--- src/rtl/alu_pkg.sv ---
`default_nettype none
// ============================================================================
// Module   : alu_pkg
// Purpose  : Shared types and constants for the ALU front end and later
//            ALU stages: sequencer state encoding, logic-unit opcodes and
//            the bit positions of the status flags.
// Revision : 1.0 - initial release
// ============================================================================
package alu_pkg;

  // Command sequencer states
  typedef enum logic [2:0] {
    ST_IDLE  = 3'd0,
    ST_GET_A = 3'd1,
    ST_GET_B = 3'd2,
    ST_EXEC  = 3'd3,
    ST_RESP  = 3'd4
  } seq_state_t;

  // Logic unit opcodes (unit decodes only bits [1:0])
  localparam logic [3:0] OP_AND = 4'h0;
  localparam logic [3:0] OP_OR  = 4'h1;
  localparam logic [3:0] OP_XOR = 4'h2;
  localparam logic [3:0] OP_INV = 4'h3;

  // Bit positions inside the 3-bit {P, N, Z} flag vector
  localparam int FLG_Z = 0;
  localparam int FLG_N = 1;
  localparam int FLG_P = 2;

endpackage : alu_pkg
`default_nettype wire

--- src/rtl/alu_flag_gen.sv ---
`default_nettype none
// ============================================================================
// Module   : alu_flag_gen
// Purpose  : Combinational status-flag generator for an ALU result.
//            Z = result is zero, N = result MSB, P = XOR-reduce of result.
// Ports    : result [WIDTH-1:0] in  - value to classify
//            flags  [2:0]       out - {P, N, Z}
// Revision : 1.0 - initial release
// ============================================================================
module alu_flag_gen
  import alu_pkg::*;
#(
  parameter int WIDTH = 8
) (
  input  logic [WIDTH-1:0] result,
  output logic [2:0]       flags
);

  always_comb begin
    flags        = '0;
    flags[FLG_Z] = (result == '0);
    flags[FLG_N] = result[WIDTH-1];
    flags[FLG_P] = ^result;
  end

endmodule : alu_flag_gen
`default_nettype wire

--- src/rtl/alu_operand_seq.sv ---
`default_nettype none
// ============================================================================
// Module   : alu_operand_seq
// Purpose  : Pin-limited front end for the ALU logic unit. Collects a
//            three-byte command (opcode, A, B) over an 8-bit valid/ready
//            channel, drives registered operands/opcode into the logic unit,
//            captures its combinational result with status flags, and
//            returns it over a valid/ready response channel.
// Ports    : clk, rst_n            - clock, async active-low reset
//            din/din_valid/din_ready       - command byte input channel
//            op_a/op_b/op_code     - registered operands to the logic unit
//            y_in                  - logic unit result
//            dout/flags/err/dout_valid/dout_ready - response channel
//            txn_cnt               - completed responses, wraps at 256
// Revision : 1.0 - initial release
// ============================================================================
module alu_operand_seq
  import alu_pkg::*;
#(
  parameter int WIDTH = 8,
  parameter int OPW   = 4
) (
  input  logic             clk,
  input  logic             rst_n,
  input  logic [WIDTH-1:0] din,
  input  logic             din_valid,
  output logic             din_ready,
  output logic [WIDTH-1:0] op_a,
  output logic [WIDTH-1:0] op_b,
  output logic [OPW-1:0]   op_code,
  input  logic [WIDTH-1:0] y_in,
  output logic [WIDTH-1:0] dout,
  output logic [2:0]       flags,
  output logic             err,
  output logic             dout_valid,
  input  logic             dout_ready,
  output logic [7:0]       txn_cnt
);

  seq_state_t       r_state;
  logic             r_din_ready;
  logic             r_dout_valid;
  logic [WIDTH-1:0] r_op_a;
  logic [WIDTH-1:0] r_op_b;
  logic [OPW-1:0]   r_op_code;
  logic [WIDTH-1:0] r_result;
  logic [2:0]       r_flags;
  logic             r_err;
  logic [7:0]       r_txn_cnt;

  logic [2:0]       w_flags;
  logic             w_in_xfer;
  logic             w_out_xfer;

  assign w_in_xfer  = din_valid & r_din_ready;
  assign w_out_xfer = r_dout_valid & dout_ready;

  alu_flag_gen #(
    .WIDTH (WIDTH)
  ) u_flag_gen (
    .result (y_in),
    .flags  (w_flags)
  );

  // din_ready and dout_valid are registered alongside the state so that
  // dout_ready never reaches din_ready combinationally.
  always_ff @(posedge clk or negedge rst_n) begin
    if (!rst_n) begin
      r_state      <= ST_IDLE;
      r_din_ready  <= 1'b1;
      r_dout_valid <= 1'b0;
      r_op_a       <= '0;
      r_op_b       <= '0;
      r_op_code    <= '0;
      r_result     <= '0;
      r_flags      <= '0;
      r_err        <= 1'b0;
      r_txn_cnt    <= '0;
    end else begin
      case (r_state)
        ST_IDLE: begin
          if (w_in_xfer) begin
            r_op_code <= din[OPW-1:0];
            if (din[WIDTH-1:OPW] != '0) begin
              // Reserved bits set: reject without touching operands/result
              r_err        <= 1'b1;
              r_din_ready  <= 1'b0;
              r_dout_valid <= 1'b1;
              r_state      <= ST_RESP;
            end else begin
              r_err   <= 1'b0;
              r_state <= ST_GET_A;
            end
          end
        end

        ST_GET_A: begin
          if (w_in_xfer) begin
            r_op_a  <= din;
            r_state <= ST_GET_B;
          end
        end

        ST_GET_B: begin
          if (w_in_xfer) begin
            r_op_b      <= din;
            r_din_ready <= 1'b0;
            r_state     <= ST_EXEC;
          end
        end

        ST_EXEC: begin
          // Operands settled for a full cycle; sample the logic unit output
          r_result     <= y_in;
          r_flags      <= w_flags;
          r_dout_valid <= 1'b1;
          r_state      <= ST_RESP;
        end

        ST_RESP: begin
          if (w_out_xfer) begin
            r_txn_cnt    <= r_txn_cnt + 8'd1;
            r_dout_valid <= 1'b0;
            r_din_ready  <= 1'b1;
            r_state      <= ST_IDLE;
          end
        end

        default: begin
          r_din_ready  <= 1'b1;
          r_dout_valid <= 1'b0;
          r_state      <= ST_IDLE;
        end
      endcase
    end
  end

  // A rejected command reports zero data and flags while the result
  // registers keep the previous command's values.
  assign dout       = r_err ? '0 : r_result;
  assign flags      = r_err ? 3'b000 : r_flags;
  assign err        = r_err;
  assign din_ready  = r_din_ready;
  assign dout_valid = r_dout_valid;
  assign op_a       = r_op_a;
  assign op_b       = r_op_b;
  assign op_code    = r_op_code;
  assign txn_cnt    = r_txn_cnt;

endmodule : alu_operand_seq
`default_nettype wire

--- config.mk ---
export PLATFORM = sky130hd
export DESIGN_NAME = alu_operand_seq
export DESIGN_NICKNAME = d
export VERILOG_FILES = /design/src/rtl/alu_pkg.sv /design/src/rtl/alu_flag_gen.sv /design/src/rtl/alu_operand_seq.sv
export SDC_FILE = /design/constraint.sdc
export NUM_CORES = 1
export LEC_CHECK = 0
export CAP_MARGIN = 20
export CORE_ASPECT_RATIO = 1.5
export CORE_MARGIN = 2
export CORE_UTILIZATION = 46
export CTS_CLUSTER_SIZE = 24
export DETAILED_ROUTE_END_ITERATION = 16
export GPL_TIMING_DRIVEN = 0
export PLACE_DENSITY = 0.91
export SLEW_MARGIN = 0
export SYNTH_ARGS = -nofsm -noshare
export SYNTH_HDL_FRONTEND = slang
export SYNTH_SLANG_ARGS = --single-unit
--- constraint.sdc ---
create_clock -name clk -period 1.95 [get_ports clk]
set_input_delay 0.39 -clock clk [delete_from_list [all_inputs] [get_ports clk]]
set_output_delay 0.39 -clock clk [all_outputs]
set_load 0.02 [all_outputs]
After elaboration in Yosys (flattened, before gate mapping)

Cells that the tools add are included.
W data, S select, Z words.

Bits in writable memories: 0
Output and inout port bits: 42
Memories kept: 0
Bits in registers: 45
Memory bits (read-only): 0
Input bits: 20
Bits in latches: 0
Word-level logic and storage cells: 55

$add $sub $neg: 1
Bitwise operators: 4
Order comparisons: 0
Equality and inequality tests: 9
Reduce and logical (&&, ||, !) cells: 13
Div/mod/pow operators: 0
Multipliers: 0
Multiplexer cells: 18
Shift operators: 0

Operators with widths:

| operator              | number |
|---|---|
| $mux W3               | 6 |
| $pmux W3 S5           | 1 |
| $ne A2 B2 Y1 const B  | 5 |
| $add A8 B1 Y8 const B | 1 |
| $logic_not A8 Y1      | 1 |
| $mux W1               | 8 |
| $mux W8               | 1 |
| $pmux W1 S4           | 2 |
| $reduce_and A2 Y1     | 4 |
| $reduce_and A4 Y1     | 2 |
| $reduce_xor A8 Y1     | 1 |
| $eq A3 B2 Y1 const B  | 2 |
| $reduce_and A5 Y1     | 1 |
| $reduce_bool A4 Y1    | 1 |
| $reduce_or A2 Y1      | 2 |
| $eq A3 B1 Y1 const B  | 1 |
| $eq A3 B3 Y1 const B  | 1 |
| $logic_not A3 Y1      | 1 |
| $and A1 B1 Y1         | 2 |
| $not A1 Y1            | 2 |

Longest topological paths before layout

Gate-level depths: netlist (run 1).

Depth after elaboration: 4
Gate-level depth with buffers: 5
Depth with buffers taken out: 5

Modules after synthesis

Synthesis (run 1) repeated with hierarchy kept, for this count alone.

Cell total of the unflattened synthesis: 160
Area total of the unflattened synthesis: 2094.5 µm²

Modules (own cells, without submodules):

| module          | area each (µm²) | cells an instance | times used | sequential area each (µm²) |
|---|---|---|---|---|
| alu_operand_seq | 1971.9          | 143               | 1          | 1127.3 |
| alu_flag_gen    | 122.6           | 17                | 1          | 0.0 |

Worst setup path after synthesis (run 1)

No wires, ideal clock.

Path type: reg2reg
From: register r_din_ready, in the netlist din_ready
To: register r_op_code[0], in the netlist op_code[0]
Stages on the path, launching flop included: 5
Setup time: 0.125 ns
Path slack: 0.237 ns
Period minus slack after synthesis: 1.713 ns
Arrival time: 1.588 ns
Path buffers: 1
Data required time: 1.825 ns
Path through: dfstp_2 -> nand2_1 -> or4_4 -> buf_6 -> mux2_4

Cells in the longest elaborated chain, start to end: 2

RTL lines:

| element                            | line                   | text |
|---|---|---|
| start: declaration                 | alu_operand_seq.sv:41  | `logic r_din_ready;` |
| start signal: assignment           | alu_operand_seq.sv:70  | `r_din_ready <= 1'b1;` |
| start signal: assignment           | alu_operand_seq.sv:87  | `r_din_ready <= 1'b0;` |
| start signal: assignment           | alu_operand_seq.sv:107 | `r_din_ready <= 1'b0;` |
| $and A1 B1 Y1                      | alu_operand_seq.sv:55  | `assign w_in_xfer = din_valid & r_din_ready;` |
| $reduce_and A2 Y1 (no source line) | -                      |  |
| end signal: assignment             | alu_operand_seq.sv:83  | `r_op_code <= din[OPW-1:0];` |
| end: declaration                   | alu_operand_seq.sv:45  | `logic [OPW-1:0] r_op_code;` |

Every way passes these cells.
A chain may end at the register's enable or synchronous reset.

Worst setup path after layout (run 1)

From: register r_din_ready, in the netlist din_ready
To: output din_ready

RTL lines:

| element          | line                  | text |
|---|---|---|
| end: declaration | alu_operand_seq.sv:27 | `output logic din_ready,` |

No word-level cell between the ends.

==> results.md, run 1 <==
* Run status: complete, but fails checks
* Failing checks: negative hold slack
* Number of library cell types mapped by synthesis at 32
* Fraction of layout instances using a drive strength above 1 at 17.9%
* CP Buf/Inv Count at 1
* Initial core utilization at 47.5%
* Data arrival at the endpoint of the critical path at 1.49 ns
* Static Leak at 1.33 nW
* CTS Buf Count at 5
* Via count at 1463
* Cells after DPL at 273
* Die Span X at 57.8 um
* Number of synthesized flops with an enable pin at 0
* Post-synthesis instance total at 165
* Final Hold Slack at -0.00904 ns
* Shortest period the worst path allows at 1.88 ns
* Layout Area Growth over Synthesis at 38.3%
* Synth area leader: sky130_fd_sc_hd__dfrtp_1
* H-Tree Level Count at 2
* Type of the most critical hold path: in2async
* Power per standard cell area at 971 nW/um^2
* Type of element capturing the critical path: output port
* Total routing usage reported by global routing at 17.6%
* Setup TNS at 0 ns
* Number of global-route vias before repair at 1454
* Count of antenna diodes in the layout at 0
* Pin count of the biggest net entering global routing at 32
* Number of ports placed on the die boundary at 62
* Total congestion overflow at 0
* Required time of the critical path at 1.56 ns
* Worst stage delay on the critical path at 0.61 ns
* CP delay by family, top: buffers and inverters
* Setup crit start kind: flip-flop
* MaxCap Viol Count at 0
* Unrepaired setup endpoints after global routing: no
* Count of standard-cell rows at 29
* Remaining max-slew budget at the tightest pin at 41.5%
* Post-synth net total at 190
* Post-synthesis sequential element count at 44
* Share of flip-flops with an asynchronous set or reset after synthesis at 100%
* Clk Latency, worst-skew pair at 0.29 ns
* Maximum fanout count along the critical path at 6
* Drt via density at 5.21
* Core Region at 4210 um^2
* Final clock skew at 0.00729 ns
* Clock-pin slew reported for the worst setup and hold paths after clock tree synthesis at 0.08 ns
* Detailed-route DRC error count at 0
* Fmax at 533 MHz
* Post-Route Utilization at 65.6%
* Die height at 84.7 um
* CTS tree: built
* Number of antenna violations at the first check in global routing at 0
* Worst setup path class: reg2out
* Final non-filler cell total at 281
* Netlist Area Pre-Place at 2000 um^2
* Clock Root Buffer: sky130_fd_sc_hd__clkbuf_8
* Maximum clock insertion buffer count at 2
* Cell Chain, Critical Path: clkdlybuf4s50_1
* Final estimated routing congestion in global placement at 0.807
* Cell with the largest stage delay on the worst path: sky130_fd_sc_hd__clkdlybuf4s50_1
* Transition time of the tightest slew-check pin at 0.869 ns
* Number of setup violations in the final report at 0
* Buffers on Ports at 61
* First-pass GRT wire length at 6.70 mm
* Final Total Pwr at 2.68 mW
* Detailed placement HPWL at 3.10 mm
* Final period util at 96.3%
* Count of yosys warnings during synthesis at 0
* Post-DRT Antenna Nets at 0
* Drt pass-1 iters at 4
* Max Transition Viols Final at 0
* Iteration-0 DRC Markers at 11
* Share of the synthesized area in the top cell type at 53.9%
* CTS Sinks at 44
* Most common flop cell mapped by yosys: sky130_fd_sc_hd__dfrtp_1
* Most area-consuming cells after synthesis: sky130_fd_sc_hd__dfrtp_1 54%, sky130_fd_sc_hd__mux2_2 9.6%, sky130_fd_sc_hd__xnor2_1 4.4%, sky130_fd_sc_hd__nor2b_1 3.4%, sky130_fd_sc_hd__ha_1 3.1%
* Total routed wirelength at 4.03 mm
* Count of nets after finishing at 259
* Final hold vios at 5
* Drt wl/cell at 14.3 um
* Total die area at 4900 um^2
* Peak supply drop at 0.727 mV
* Share of synthesized area occupied by flip-flops and latches at 55.2%
* Mean instance size in the synthesized netlist at 12.1 um^2
## where the power goes
| part | internal (mW) | switching [mW] |
|---|---|---|
| Combinational | 0.480 | 0.504 |
| Sequential | 1.04 | 0.0912 |
| Clock | 0.283 | 0.288 |
| Total | 1.80 | 0.883 |
## cell type report
type                       instances  area (um^2)
timing repair buffer              62          613
buffer                             8         52.6
tap                               46         57.6
multi-input combinational        102          803
inverter                          11         41.3
clock buffer                       6         82.6
fill                             342         1450
sequential                        44         1100
clock inverter                     2         10.0
## layer usage
layer / share of wire (%) / track usage (%) / wire length [um] / vias to the layer above
met5: 0 / 0 / 0 / -
met1: 40 / 20.7 / 1600 / 716
li1: - / - / - / 706
met3: 3.2 / 3.24 / 128 / 8
met4: 1.6 / 5.71 / 66 / 0
met2: 55 / 31.5 / 2230 / 33
## cells in the final DEF, fill, tap and decap left out, drive strengths merged, types with 8 or more instances in the layout
master / Yosys / layout
clkbuf: 3 / 8
buf: 5 / 8
o21ai: 10 / 10
clkdlybuf4s50: 0 / 50
inv: 11 / 11
xnor2: 10 / 10
dfrtp: 43 / 43
mux2: 21 / 21
dlygate4sd2: 0 / 10
nand2: 14 / 14
nor2b: 11 / 11
## timing repair
action | CTS | global route
gates resized for setup | 11 | 1
endpoints found under the setup margin | 10 | 1
hold buffers | 0 | 0
buffers inserted | 0 | 0
## state kept, by name, summed over array words and instances, names as in the netlist
register / count
dout_valid: 1
r_result: 7
r_flags: 3
r_state: 3
op_b: 8
txn_cnt: 8
din_ready: 1
op_code: 4
err: 1
op_a: 8
## cells in the mapped netlist (all sizes together) (4+ instances only)
master / n
ha: 5
buf: 5
o21ai: 10
nand3: 5
inv: 11
nand4: 4
nor2b: 11
xnor2: 10
nand2: 14
dfrtp: 43
mux2: 21
a21oi: 4
## stage by stage
step | area, um^2 | worst slack [ns] | hold WS, ns
after floorplan | 2000 | 0.237 | 0.0944
after CTS | 2760 | 0.0394 | 0.00145
after global routing | 2760 | 0.00444 | 0.00953
after detailed placement | 2680 | -0.155 | 0.318
final | 2760 | 0.0724 | -0.00904
after global placement | 2670 | -0.643 | 0.456
## cells by family (layout without fill, tap and decap cells)
logic type / after synthesis / after routing / synth area share, %
AOI/OAI and AO/OA: 19 / 19 / 5.57
xor gates and xnor gates: 10 / 10 / 4.38
adders and majority gates: 5 / 5 / 3.13
buffers and inverters: 19 / 89 / 4.63
DFF: 44 / 44 / 55.2
muxes: 22 / 22 / 13.1
and+or+nand+nor: 46 / 46 / 14.0
## final timing paths
| check | from | endpoint | slack, ns | cells past startpoint |
|---|---|---|---|---|
| max reg2reg | din_ready$_DFFE_PN1P_ | op_a[4]$_DFFE_PN0P_ | 0.22 | 3 |
| min in group clk | txn_cnt[7]$_DFFE_PN0P_ | txn_cnt[7]$_DFFE_PN0P_ | 0.47 | 1 |
| min | rst_n | op_a[2]$_DFFE_PN0P_ | -0.009 | 1 |
| max | din_ready$_DFFE_PN1P_ | din_ready | 0.07 | 1 |
| min reg2reg | txn_cnt[7]$_DFFE_PN0P_ | txn_cnt[7]$_DFFE_PN0P_ | 0.47 | 1 |
| max in group asynchronous | rst_n | din_ready$_DFFE_PN1P_ | 1.42 | 2 |
(Power assumes the default switching activity.)
==> inputs of run 2 (changes only) <==
Clock period 1.95 ns to 1.85 ns, I/O delays scaled along.
==> run 2 against run 1 <==
Compared with the run above: the run now ends clean; worst hold slack better by 0.48 ns; sequential share of layout area down 0.18 points; first-iteration DRC count up 55%; highest routed layer unchanged; die area unchanged; critical path type is now in2reg; wire length up 1.0%; total power up 5.5%; non-clock buffer count up 2.
==> results.md, run 2 (same netlist as run 1, synthesis figures left out) <==
* Total routed wirelength at 4.07 mm (was 4.03 mm)
* Number of ports placed on the die boundary at 62 (unchanged)
* Static Leak at 1.35 nW (was 1.33 nW)
* Count of antenna diodes in the layout at 0 (unchanged)
* Final design area excluding fillers at 2780 um^2 (was 2760 um^2)
* Die height at 84.7 um (unchanged)
* Final clock skew at 0.00695 ns (was 0.00729 ns)
* MaxCap Viol Count at 0 (unchanged)
* Number of setup violations in the final report at 0 (unchanged)
* End of the worst register-to-register path: op_code[1]$_DFFE_PN0P_ (was op_a[4]$_DFFE_PN0P_)
* Final hold vios at 0 (was 5)
* Startpoint of the most critical setup path: din_valid (was din_ready$_DFFE_PN1P_)
* Slack of the worst reg-to-reg path at 0.12 ns (was 0.22 ns)
* Type of the most critical hold path: reg2reg (was in2async)
* Power per standard cell area at 1020 nW/um^2 (was 971 nW/um^2)
* CTS Sinks at 44 (unchanged)
* Type of element capturing the critical path: flip-flop (was output port)
* Most frequent standard cell in the layout excluding fill and tap cells: sky130_fd_sc_hd__clkdlybuf4s50_1 (unchanged)
* Shortest period the worst path allows at 1.79 ns
* Via count at 1479 (was 1463)
* Die Span X at 57.8 um (unchanged)
* Post-Route Utilization at 65.9% (was 65.6%)
* Clk Latency, worst-skew pair at 0.29 ns (about the same)
* Post-DRT Antenna Nets at 0 (unchanged)
* Total congestion overflow at 0 (unchanged)
* Number of filler instances in the final layout at 337 (was 342)
* Detailed-route DRC error count at 0 (unchanged)
* Sequential cell area in the final layout at 1100 um^2 (unchanged)
* Maximum fanout count along the critical path at 7 (was 6)
* Core Region at 4210 um^2 (unchanged)
* First-pass GRT wire length at 6.74 mm (was 6.70 mm)
* Peak supply drop at 0.767 mV (was 0.727 mV)
* Drt wl/cell at 14.4 um (was 14.3 um)
* Number of global-route vias before repair at 1465 (was 1454)
* Drt pass-1 iters at 4 (unchanged)
* DP Area at 2680 um^2 (unchanged)
* Total die area at 4900 um^2 (unchanged)
* Remaining max-slew budget at the tightest pin at 41.3% (was 41.5%)
* Pin count of the biggest net entering global routing at 32 (unchanged)
* Data arrival at the endpoint of the critical path at 1.97 ns (was 1.49 ns)
* Final non-filler cell total at 283 (was 281)
* Most used cells in the layout excluding fill and tap cells: 48 x sky130_fd_sc_hd__clkdlybuf4s50_1, 43 x sky130_fd_sc_hd__dfrtp_1, 17 x sky130_fd_sc_hd__mux2_2, 14 x sky130_fd_sc_hd__nand2_1 (was 50 x sky130_fd_sc_hd__clkdlybuf4s50_1, 43 x sky130_fd_sc_hd__dfrtp_1, 17 x sky130_fd_sc_hd__mux2_2, 14 x sky130_fd_sc_hd__nand2_1)
* Worst setup path endpoint: op_code[1]$_DFFE_PN0P_ (was din_ready)
* CTS Buf Count at 5 (unchanged)
* Fraction of layout instances using a drive strength above 1 at 19.4% (was 17.9%)
* Clock-pin slew reported for the worst setup and hold paths after clock tree synthesis at 0.08 ns (about the same)
* Drt via density at 5.23 (was 5.21)
* Detailed placement HPWL at 3.10 mm (unchanged)
* Run status: finished, final reports clean (was complete, but fails checks)
* Length in cells of the worst reg-to-reg path at 4 (was 3)
* Worst setup path class: in2reg (was reg2out)
* Unrepaired setup endpoints after global routing: no (unchanged)
* Clock Root Buffer: sky130_fd_sc_hd__clkbuf_8 (unchanged)
* CTS tree: built (unchanged)
* Number of antenna violations at the first check in global routing at 0 (unchanged)
* Total routing usage reported by global routing at 17.7% (was 17.6%)
* Count of nets after finishing at 261 (was 259)
* Required time of the critical path at 2.03 ns (was 1.56 ns)
* Cells after DPL at 273 (unchanged)
* Final period util at 97.0%
* Iteration-0 DRC Markers at 17 (was 11)
* Buffers on Ports at 61 (unchanged)
* Startpoint of the worst register-to-register path: din_ready$_DFFE_PN1P_ (unchanged)
* Worst Hold Depth at 1
* Setup crit start kind: input port (was flip-flop)
* Layout Area Growth over Synthesis at 38.9% (was 38.3%)
* Transition time of the tightest slew-check pin at 0.872 ns (was 0.869 ns)
* Fmax at 557 MHz
* Final estimated routing congestion in global placement at 0.807 (unchanged)
* Maximum clock insertion buffer count at 2 (unchanged)
* Initial core utilization at 47.5% (unchanged)
* Area occupied by multi-input gates at 803 um^2 (unchanged)
* H-Tree Level Count at 2 (unchanged)
* Max Transition Viols Final at 0 (unchanged)
* Count of standard-cell rows at 29 (unchanged)
==> run 2: cell types whose count changed in the layout (fill, tap and decap cells not counted) <==
cell,previous run,this run
sky130_fd_sc_hd__clkbuf_2,0,3
sky130_fd_sc_hd__dlygate4sd2_1,10,6
sky130_fd_sc_hd__clkdlybuf4s15_1,0,2
sky130_fd_sc_hd__buf_2,4,3
sky130_fd_sc_hd__dlymetal6s2s_1,0,1
sky130_fd_sc_hd__dlygate4sd3_1,0,1
sky130_fd_sc_hd__buf_4,1,3
sky130_fd_sc_hd__clkdlybuf4s50_1,50,48
==> run 2: layer usage <==
metal	wire [um]	track usage (%)	vias up
met5	0	0	-
met4	66	5.71	0
met3	124	3.24	8
met2	2240	31.6	36
met1	1640	20.9	725
li1	-	-	710
==> run 2: through the flow <==
| stage | worst slack [ns] | total power [mW] | hold WS [ns] | setup TNS, ns |
|---|---|---|---|---|
| after floorplan | 0.137 | 1.77 | 0.0744 | 0 |
| after global placement | -0.723 | 2.29 | 0.456 | -34.38 |
| after detailed placement | -0.235 | 2.33 | 0.298 | -3.39 |
| after CTS | 0.0000632 | 2.87 | 0.477 | 0 |
| after global routing | 0.00104 | 2.97 | 0.484 | 0 |
| final | 0.0550 | 2.83 | 0.469 | 0 |
==> run 2: cell type report <==
class | instances | share of cell area (%)
Inverter | 11 | 1.49
Clock inverter | 2 | 0.361
Multi-Input combinational cell | 102 | 28.9
Buffer | 8 | 1.89
Tap cell | 46 | 2.07
Timing Repair Buffer | 64 | 22.5
Clock buffer | 6 | 2.98
Sequential cell | 44 | 39.7
==> run 2: worst min-delay path by stage <==
stage | from | endpoint | slack (ns)
floorplan | rst_n | dout_valid$_DFFE_PN0P_ | 0.07
global placement | r_result[1]$_DFFE_PN0P_ | r_result[1]$_DFFE_PN0P_ | 0.46
detailed placement | rst_n | op_a[2]$_DFFE_PN0P_ | 0.30
CTS | txn_cnt[7]$_DFFE_PN0P_ | txn_cnt[7]$_DFFE_PN0P_ | 0.48
global route | txn_cnt[7]$_DFFE_PN0P_ | txn_cnt[7]$_DFFE_PN0P_ | 0.48
finish | txn_cnt[7]$_DFFE_PN0P_ | txn_cnt[7]$_DFFE_PN0P_ | 0.47
==> run 2: repair_timing <==
item / in CTS / in global routing
gates resized for setup: 13 / 7
pin swaps: 0 / 1
hold buffers: 1 / 0
setup endpoints to repair: 11 / 13
setup buffers: 0 / 1
endpoints found under the hold margin: 13 / 0
cloned: 0 / 0
==> run 2: worst max-delay path, cell delays in order <==
cell,delay [ns]
sky130_fd_sc_hd__clkdlybuf4s50_1,0.55
sky130_fd_sc_hd__nand2_1,0.16
sky130_fd_sc_hd__or4_4,0.44
sky130_fd_sc_hd__buf_6,0.16
sky130_fd_sc_hd__mux2_4,0.30
==> run 2: power breakdown <==
part | switching (mW) | total (mW) | internal [mW] | leakage, nW
logic | 0.534 | 1.04 | 0.506 | 0.761
registers | 0.0968 | 1.19 | 1.09 | 0.537
clock network | 0.303 | 0.601 | 0.298 | 0.0510
total | 0.935 | 2.83 | 1.90 | 1.35
==> inputs of run 3 (changes only) <==
Settings changed: CTS_CLUSTER_SIZE 24 to not set.
==> results of run 3 <==
Same layout as run 2: the final DEF is identical, and so are final timing and power.
